## src/rtl/median_pkg.sv

```systemverilog
// Shared types and default constants for the median engine arbiter.
package median_pkg;

  localparam int unsigned DefSize = 8;
  localparam int unsigned DefWin  = 9;

  typedef enum logic [2:0] {
    StIdle,
    StCollect,
    StFeed,
    StWait,
    StResult
  } state_t;

endpackage

```

## src/rtl/median_arbiter_if.sv

```systemverilog
// Requester, engine and result signals of the median arbiter, grouped as one bundle.
interface median_arbiter_if #(
  parameter int unsigned SIZE  = median_pkg::DefSize,
  parameter int unsigned N_REQ = 4
);

  localparam int unsigned IdW = (N_REQ > 1) ? $clog2(N_REQ) : 1;

  logic [N_REQ-1:0]      req_valid;
  logic [N_REQ-1:0]      req_ready;
  logic [N_REQ*SIZE-1:0] req_data;
  logic [SIZE-1:0]       eng_di;
  logic                  eng_dsi;
  logic [SIZE-1:0]       eng_do;
  logic                  eng_dso;
  logic                  res_valid;
  logic                  res_ready;
  logic [SIZE-1:0]       res_data;
  logic [IdW-1:0]        res_id;
  logic                  res_err;
  logic                  busy;

  modport slave (
    input  req_valid, req_data, eng_do, eng_dso, res_ready,
    output req_ready, eng_di, eng_dsi, res_valid, res_data, res_id, res_err, busy
  );

  modport master (
    output req_valid, req_data, eng_do, eng_dso, res_ready,
    input  req_ready, eng_di, eng_dsi, res_valid, res_data, res_id, res_err, busy
  );

endinterface

```

## src/rtl/rr_arbiter.sv

```systemverilog
// Combinational round-robin pick: first request at or after the pointer, wrapping.
module rr_arbiter #(
  parameter int unsigned N_REQ = 4,
  parameter int unsigned IdW   = 2
) (
  input  logic [N_REQ-1:0] req_i,
  input  logic [IdW-1:0]   ptr_i,
  output logic [N_REQ-1:0] gnt_o,
  output logic [IdW-1:0]   idx_o
);

  always_comb begin
    logic        found;
    int unsigned j;
    gnt_o = '0;
    idx_o = '0;
    found = 1'b0;
    j     = 0;
    for (int unsigned i = 0; i < N_REQ; i++) begin
      j = (32'(ptr_i) + i) % N_REQ;
      if (!found && req_i[j]) begin
        found    = 1'b1;
        gnt_o[j] = 1'b1;
        idx_o    = IdW'(j);
      end
    end
  end

endmodule

```

## src/rtl/median_arbiter.sv

```systemverilog
// Round-robin front end sharing one median engine: collect a window, feed it, await DSO,
// and return the tagged median (or a timeout error) on the result port.
module median_arbiter
  import median_pkg::*;
#(
  parameter int unsigned SIZE    = DefSize,
  parameter int unsigned N_REQ   = 4,
  parameter int unsigned WIN     = DefWin,
  parameter int unsigned TIMEOUT = 64
) (
  input logic             CLK,
  input logic             nRST,
  median_arbiter_if.slave bus
);

  localparam int unsigned IdW  = (N_REQ > 1) ? $clog2(N_REQ) : 1;
  localparam int unsigned CntW = $clog2(WIN + 1);
  localparam int unsigned TmoW = $clog2(TIMEOUT + 1);

  state_t          state_q, state_d;
  logic [IdW-1:0]  grant_q, grant_d;
  logic [IdW-1:0]  ptr_q, ptr_d;
  logic [CntW-1:0] cnt_q, cnt_d;
  logic [TmoW-1:0] tmo_q, tmo_d;
  logic [SIZE-1:0] res_data_q, res_data_d;
  logic            res_err_q, res_err_d;
  logic [SIZE-1:0] buf_q [WIN];
  logic            buf_we;
  logic [SIZE-1:0] req_sel;

  logic [N_REQ-1:0] arb_gnt;
  logic [IdW-1:0]   arb_idx;

  rr_arbiter #(
    .N_REQ (N_REQ),
    .IdW   (IdW)
  ) u_rr (
    .req_i (bus.req_valid),
    .ptr_i (ptr_q),
    .gnt_o (arb_gnt),
    .idx_o (arb_idx)
  );

  assign req_sel = bus.req_data[int'(grant_q)*SIZE +: SIZE];

  always_comb begin
    state_d    = state_q;
    grant_d    = grant_q;
    ptr_d      = ptr_q;
    cnt_d      = cnt_q;
    tmo_d      = tmo_q;
    res_data_d = res_data_q;
    res_err_d  = res_err_q;
    buf_we     = 1'b0;
    unique case (state_q)
      StIdle: begin
        if (|arb_gnt) begin
          grant_d = arb_idx;
          cnt_d   = '0;
          state_d = StCollect;
        end
      end
      StCollect: begin
        if (bus.req_valid[grant_q]) begin
          buf_we = 1'b1;
          if (cnt_q == CntW'(WIN - 1)) begin
            cnt_d   = '0;
            state_d = StFeed;
          end else begin
            cnt_d = cnt_q + CntW'(1);
          end
        end
      end
      StFeed: begin
        if (cnt_q == CntW'(WIN - 1)) begin
          cnt_d   = '0;
          tmo_d   = '0;
          state_d = StWait;
        end else begin
          cnt_d = cnt_q + CntW'(1);
        end
      end
      StWait: begin
        tmo_d = tmo_q + TmoW'(1);
        // First WAIT cycle may still see the previous job's DSO, so skip it.
        if (tmo_q != '0 && bus.eng_dso) begin
          res_data_d = bus.eng_do;
          res_err_d  = 1'b0;
          state_d    = StResult;
        end else if (tmo_q == TmoW'(TIMEOUT - 1)) begin
          res_data_d = '0;
          res_err_d  = 1'b1;
          state_d    = StResult;
        end
      end
      StResult: begin
        if (bus.res_ready) begin
          ptr_d   = (grant_q == IdW'(N_REQ - 1)) ? '0 : grant_q + IdW'(1);
          state_d = StIdle;
        end
      end
      default: state_d = StIdle;
    endcase
  end

  always_ff @(posedge CLK) begin
    if (!nRST) begin
      state_q    <= StIdle;
      grant_q    <= '0;
      ptr_q      <= '0;
      cnt_q      <= '0;
      tmo_q      <= '0;
      res_data_q <= '0;
      res_err_q  <= 1'b0;
      for (int unsigned i = 0; i < WIN; i++) buf_q[i] <= '0;
    end else begin
      state_q    <= state_d;
      grant_q    <= grant_d;
      ptr_q      <= ptr_d;
      cnt_q      <= cnt_d;
      tmo_q      <= tmo_d;
      res_data_q <= res_data_d;
      res_err_q  <= res_err_d;
      if (buf_we) buf_q[cnt_q] <= req_sel;
    end
  end

  always_comb begin
    bus.req_ready = '0;
    if (state_q == StCollect) bus.req_ready[grant_q] = 1'b1;
  end

  assign bus.eng_dsi   = (state_q == StFeed);
  assign bus.eng_di    = (state_q == StFeed) ? buf_q[cnt_q] : '0;
  assign bus.res_valid = (state_q == StResult);
  assign bus.res_data  = res_data_q;
  assign bus.res_id    = grant_q;
  assign bus.res_err   = res_err_q;
  assign bus.busy      = (state_q != StIdle);

endmodule

```

## src/flat_wrapper.sv

```systemverilog
// flat-port wrapper written by rule: the top's interface ports become plain ports
module median_arbiter_flat import median_pkg::*;
#(
  parameter int unsigned SIZE    = DefSize,
  parameter int unsigned N_REQ   = 4,
  parameter int unsigned WIN     = DefWin,
  parameter int unsigned TIMEOUT = 64
)
  (CLK, nRST, bus_req_valid, bus_req_data, bus_eng_do, bus_eng_dso, bus_res_ready, bus_req_ready, bus_eng_di, bus_eng_dsi, bus_res_valid, bus_res_data, bus_res_id, bus_res_err, bus_busy);
  median_arbiter_if #(.SIZE(SIZE), .N_REQ(N_REQ)) bus_i ();
  input logic CLK;
  input logic nRST;
  input wire logic [$bits(bus_i.req_valid)-1:0] bus_req_valid;
  input wire logic [$bits(bus_i.req_data)-1:0] bus_req_data;
  input wire logic [$bits(bus_i.eng_do)-1:0] bus_eng_do;
  input wire logic [$bits(bus_i.eng_dso)-1:0] bus_eng_dso;
  input wire logic [$bits(bus_i.res_ready)-1:0] bus_res_ready;
  output wire logic [$bits(bus_i.req_ready)-1:0] bus_req_ready;
  output wire logic [$bits(bus_i.eng_di)-1:0] bus_eng_di;
  output wire logic [$bits(bus_i.eng_dsi)-1:0] bus_eng_dsi;
  output wire logic [$bits(bus_i.res_valid)-1:0] bus_res_valid;
  output wire logic [$bits(bus_i.res_data)-1:0] bus_res_data;
  output wire logic [$bits(bus_i.res_id)-1:0] bus_res_id;
  output wire logic [$bits(bus_i.res_err)-1:0] bus_res_err;
  output wire logic [$bits(bus_i.busy)-1:0] bus_busy;
  assign bus_i.req_valid = bus_req_valid;
  assign bus_i.req_data = bus_req_data;
  assign bus_i.eng_do = bus_eng_do;
  assign bus_i.eng_dso = bus_eng_dso;
  assign bus_i.res_ready = bus_res_ready;
  assign bus_req_ready = bus_i.req_ready;
  assign bus_eng_di = bus_i.eng_di;
  assign bus_eng_dsi = bus_i.eng_dsi;
  assign bus_res_valid = bus_i.res_valid;
  assign bus_res_data = bus_i.res_data;
  assign bus_res_id = bus_i.res_id;
  assign bus_res_err = bus_i.res_err;
  assign bus_busy = bus_i.busy;
  median_arbiter #(.SIZE(SIZE), .N_REQ(N_REQ), .WIN(WIN), .TIMEOUT(TIMEOUT)) u_core (.CLK(CLK), .nRST(nRST), .bus(bus_i));
endmodule
```

## config.mk

```make
export PLATFORM = sky130hd
export DESIGN_NAME = median_arbiter_flat
export DESIGN_NICKNAME = d
export VERILOG_FILES = /design/src/rtl/median_pkg.sv /design/src/rtl/median_arbiter_if.sv /design/src/rtl/rr_arbiter.sv /design/src/rtl/median_arbiter.sv /design/src/flat_wrapper.sv
export SDC_FILE = /design/constraint.sdc
export NUM_CORES = 1
export LEC_CHECK = 0
export BUFFER_PORTS_ARGS = -buffer_cell sky130_fd_sc_hd__buf_2
export CAP_MARGIN = 20
export CORE_UTILIZATION = 55
export DETAILED_ROUTE_END_ITERATION = 12
export GPL_ROUTABILITY_DRIVEN = 0
export PLACE_DENSITY = 0.84
export SYNTH_ARGS = -nofsm -noshare
export SYNTH_HDL_FRONTEND = slang
export SYNTH_HIERARCHICAL = 1
export SYNTH_SLANG_ARGS = --single-unit
```

## constraint.sdc

```tcl
create_clock -name CLK -period 3.8 [get_ports CLK]
set_input_delay 0.19 -clock CLK [delete_from_list [all_inputs] [get_ports CLK]]
set_output_delay 0.19 -clock CLK [all_outputs]
set_load 0.1 [all_outputs]
```

After elaboration in Yosys (flattened, before gate mapping). Memories as Yosys holds them, arrays and structs flattened. A register that Yosys moved wholly into a read port is not among the register bits. Cells that the tools add are included.

Shifts and indexed selects: 1. Eq/ne operators: 13. $lt $le $gt $ge: 10. $add $sub $neg: 6. Multiplexer cells: 63. Reductions and logical operators: 26. Bitwise operators: 3. Multiply operators: 0. Divide/modulo/power cells: 0.

Operators by type and width (count): two-way mux 4 bit (11); two-way mux 8 bit (4); indexed part select 32 x 6 -> 8 bit (1); two-way mux 1 bit (22); two-way mux 3 bit (7); < comparator 2 x 3 -> 1 bit (second input constant) (5); case mux 3 bit (5 select lines) (1); case mux 7 bit (2 select lines) (1); OR 4 bit (3); case mux 4 bit (3 select lines) (1); binary-select mux 1 bit (select 2 bit) (5); demux 1 bit (select 2 bit) (5); greater-or-equal comparator 2 x 1 -> 1 bit (second input constant) (5); two-way mux 2 bit (5); logical AND 1 bit (9); != test 2 x 1 -> 1 bit (second input constant) (4); AND reduction 2 bit (4); OR reduction 8 bit (1); adder 7 x 1 -> 7 bit (second input constant) (1); equality test 7 x 6 -> 1 bit (second input constant) (1); two-way mux 7 bit (1); nonzero test 7 bit (1); equality test 3 x 2 -> 1 bit (second input constant) (2); AND reduction 6 bit (1); other kinds (15) (21).

Register bits after elaboration: 27. Memories kept: 1. Word-level logic and storage cells: 130. Bits in writable memories: 72. Output and inout bits: 26. Bits in latches: 0. Bits in read-only memories: 0. Bits of input ports: 48.

Memory list: u_core.buf_q (depth 9, bits a word 8, rd ports 1, clocked after Yosys merged registers in 1, write ports 9, RTL line median_arbiter.sv:27) `logic [SIZE-1:0] buf_q [WIN];`.

Longest topological paths before layout.
Depth after elaboration: 17. Gate-level depth with buffers: 13. Depth with buffers taken out: 12.

By module. Netlist, hierarchy kept.

By module, submodules not included: median_arbiter (area an instance 7148.1 um2, instances 1, cells an instance 514, seq. area each 4464.3 um2); rr_arbiter (area an instance 419.2 um2, instances 1, cells an instance 46, seq. area each 0.0 um2).

Worst setup path before layout. No wires, ideal clock.

Kind: register -> register. Start: register u_core.state_q[2]. End: register u_core.ptr_q[0]. Data arrival time: 3604 ps. Setup time: 76 ps. Setup slack: 121 ps. Buffers on the path: 0. Required time: 3724 ps. Cell stages (with the launch flop): 5. Clock period less this slack: 3679 ps. Cell sequence: dfxtp_1 -> nor3b_1 -> nand2_1 -> or3_1 -> a21boi_0.

Longest elaborated chain between the ends: 2.

Ends and longest elaborated chain: from (decl) (RTL line median_arbiter.sv:20) `state_t state_q, state_d;`; from (signal assigned) (RTL line median_arbiter.sv:108) `state_q <= StIdle;`; from (signal assigned) (RTL line median_arbiter.sv:117) `state_q <= state_d;`; equality test 3 bit; via bus_res_valid (RTL line flat_wrapper.sv:21) `output wire logic [$bits(bus_i.res_valid)-1:0] bus_res_valid;`; AND reduction 2 bit (no line); to (signal assigned) (RTL line median_arbiter.sv:119) `ptr_q <= ptr_d;`; to (decl) (RTL line median_arbiter.sv:22) `logic [IdW-1:0] ptr_q, ptr_d;`.

The timed path passes the listed nets, and every way through them passes these cells. A chain may end at the register's enable or synchronous reset.

==> summary.txt <==
Floorplan
  • Initial core utilization: 56.7%
  • Core area: 13300 sq um
  • Die area: 14200 sq um
  • Die Ht: 119 microns
  • FP Rows: 42
  • Die X: 119 microns
  • Top Ports: 74

Timing
  • Final-report max-slew violation count: 0
  • Slew @ Worst Pin: 1.10 ns
  • Final setup fails: 0
  • Endpoints failing hold: 0
  • Unrepaired setup endpoints after global routing: false
  • Clock Skews: 0.00639 ns
  • Slew headroom: 26.2%
  • Max frequency: 302 MHz
  • Post-layout min period: 3.31 ns
  • Setup TNS: 0 ns
  • Post-route clock period utilization: 87.1%

Global route
  • Gr usage total: 25.6%
  • Vias in the first global route: 5049
  • Initial antenna violation count: 0
  • GRT Residual Overflow: 0
  • Largest net degree at the start of global routing: 33
  • Global-route wire length before repair: 26.7 mm

Routing
  • Vias: 5021
  • DR iter-0 viols: 544
  • Vias per cell: 6.03
  • DRT Pass-1 Iters: 5
  • Detail Route Antenna Nets: 0
  • Routed WL: 17.2 mm
  • DRC Markers: 0
  • Routed len/inst: 20.6 microns

Clock network
  • CTS tree: yes
  • Sink Count: 159
  • Clock Path Buffers: 2
  • Clock Pin Slew Worst Setup and Hold Paths: 0.06 ns
  • Postcts setup bufs: 0
  • CTS H-tree lvls: 4
  • Worst-skew pair later-pin latency: 0.42 ns
  • Root Driver: clkbuf_16
  • CTS Buf Count: 17

Pwr
  • Int Pwr: 3.32 mW
  • Switching part of the total: 30.2%
  • Comb power frac: 22.6%
  • Pwr Density: 545 nW/um^2
  • Pleak: 3.21 nW
  • Power, Total: 4.76 mW
  • Reg power frac: 43.7%
  • VDD IR max: 0.402 mV
  • Psw: 1.44 mW
  • Clock Power Share: 33.7%

Yosys
  • Post-Synthesis Cells: 560
  • Synth area leader: edfxtp_1
  • Syn Nets: 623
  • Synth top area share: 50.8%
  • Most used DFF post-synth: edfxtp_1
  • Yosys cell types: 61
  • Post-Syn Area: 7570 sq um
  • Synth warnings: 6
  • Register area share after synthesis: 59.0%
  • Synthesized flop and latch total: 159
  • EDFF count, synth: 128
  • Synth async-reset ratio: 0%
  • Syn_area_per_cell: 13.5 sq um
  • Largest cells by area after synthesis: edfxtp_1, mux4_2, dfxtp_1, nor2_1, mux2i_1

Critical path
  • CP startpoint kind: flip-flop
  • Critical path required time: 4.13 ns
  • R2R depth: 10
  • Worst-path fanout max: 10
  • WS Path Type: reg2reg
  • Endpoint class of the critical path: flip-flop
  • FF-to-FF setup slack: 0.49 ns
  • Worst r2r src: u_core/ptr_q[1]$_SDFFE_PN0P_
  • WP data arrival: 3.64 ns

Worst hold path
  • Hold WC Path Type: in2reg
  • Beginning of the worst hold path: bus_res_ready
  • Cells on Worst Hold Path: 3
  • Sink of the worst hold path: u_core/ptr_q[1]$_SDFFE_PN0P_

Flow run
  • Max-cap viol count: 0

Place
  • Port Buf Inserts: 73
  • Placed wire-length estimate: 11.3 mm

Layout
  • Final #Nets: 706
  • N_diodes: 0
  • Final Core Density: 65.4%
  • Commonest cells after routing, fill and taps aside: edfxtp_1, nor2_1, buf_2, nand2_1, mux4_2
  • Area growth syn-to-layout: 15.4%
  • Share of layout cells above drive strength 1: 27.6%
  • Most common cell after layout, fill and taps aside: edfxtp_1

Outcome
  • Status: finished, final reports clean
==> logic make-up after synthesis <==
family                   count (synthesis)  share of synthesized area [%]
XOR/XNOR                                 1                          0.116
AO/OA/AOI/OAI                           78                           7.19
AND/OR/NAND/NOR                        189                           12.6
buffers and inverters                   44                           2.56
adder cells (fa/ha/maj)                 15                           2.48
multiplexers                            74                           16.1
flip-flops                             159                           59.0
==> per-layer routing <==
metal / share of wire (%) / up-vias / track usage [%]
met1: 38 / 2471 / 31.5
met2: 52 / 245 / 44.6
li1: - / 2281 / -
met5: 0 / - / 0
met3: 8.3 / 24 / 5.99
met4: 1.8 / 0 / 8.36
==> power groups by stage <==
stage | sequential [mW] | clock, mW | combinational [mW]
after detailed placement | 2.12 | 0 | 1.06
final | 2.08 | 1.61 | 1.08
after global placement | 2.11 | 0 | 1.02
after CTS | 2.08 | 1.63 | 1.08
after global routing | 2.10 | 1.69 | 1.14
after floorplan | 2.05 | 0 | 0.875
==> worst max path at each step <==
stage | to | start | cells after the start | slack, ns
after floorplan | u_core/ptr_q[0]$_SDFFE_PN0P_ | u_core/state_q[2]$_SDFFE_PN0P_ | 4 | 0.12
after global placement | flip-flop | u_core/ptr_q[1]$_SDFFE_PN0P_ | 12 | 0.70
after detailed placement | flip-flop | u_core/ptr_q[1]$_SDFFE_PN0P_ | 10 | 0.53
after CTS | flip-flop | u_core/ptr_q[1]$_SDFFE_PN0P_ | 10 | 0.51
after global routing | u_core/cnt_q[3]$_SDFFE_PN0P_ | u_core/ptr_q[1]$_SDFFE_PN0P_ | 12 | 0.20
final | flip-flop | u_core/ptr_q[1]$_SDFFE_PN0P_ | 10 | 0.49
==> critical path, stage by stage, from the launching register on <==
cell and delay [ns]:
dfxtp_1 0.52, inv_1 0.17, ha_1 0.43, mux4_2 0.47, a22oi_1 0.26, o21ai_1 0.08, or4_1 0.58, o21bai_1 0.16
a21oi_1 0.18, o21a_1 0.16, o21ai_0 0.21
==> registers in the layout, indices dropped and copies added, names as in the netlist, named ones only <==
register             cells
u_core/tmo_q             7
u_core/bus.res_err       1
u_core/buf_q           128
u_core/cnt_q             4
u_core/ptr_q             2
u_core/bus.res_data      8
u_core/bus.res_id        2
u_core/state_q           3
==> timing repair <==
action,4_1_cts,5_1_grt
endpoints found under the setup margin,0,0
resized for setup,0,0
endpoints found under the hold margin,8,0
hold buffers,8,0
==> Yosys cell counts, drive strengths merged, types with 2 or more instances <==
| cell type | count |
|---|---|
| nand3b | 5 |
| a22o | 9 |
| nor3 | 3 |
| o21bai | 2 |
| nand3 | 14 |
| a21oi | 7 |
| o21ai | 25 |
| and2 | 6 |
| nor3b | 5 |
| a21boi | 6 |
| nand2 | 37 |
| nor2b | 8 |
| edfxtp | 128 |
| or3 | 2 |
| nand4 | 4 |
| o22ai | 9 |
| nand2b | 4 |
| o31ai | 2 |
| mux4 | 37 |
| mux2 | 8 |
| clkbuf | 11 |
| ha | 15 |
| inv | 18 |
| a22oi | 9 |
| mux2i | 29 |
| o21a | 3 |
| and3 | 3 |
| dfxtp | 31 |
| buf | 15 |
| nor2 | 91 |
==> stage by stage <==
stage               instances  hold WS (ns)  setup slack [ns]  cell area [sq um]
floorplan                 560         0.323             0.121               7570
global placement          792         0.408             0.698               8100
detailed placement        792         0.419             0.530               8100
CTS                       832        0.0634             0.514               8730
global route              832        0.0950             0.196               8730
finish                    832        0.0749             0.490               8730
==> area by class of cell <==
cell class / count / area (sq um)
Tap cell: 176 / 220
Fill cell: 969 / 4620
Sequential cell: 159 / 4470
Clock buffer: 20 / 437
Timing Repair Buffer: 90 / 513
Multi-Input combinational cell: 357 / 2910
Inverter: 18 / 67.6
Clock inverter: 12 / 120
Note: power is estimated with default switching activity, not from simulation.
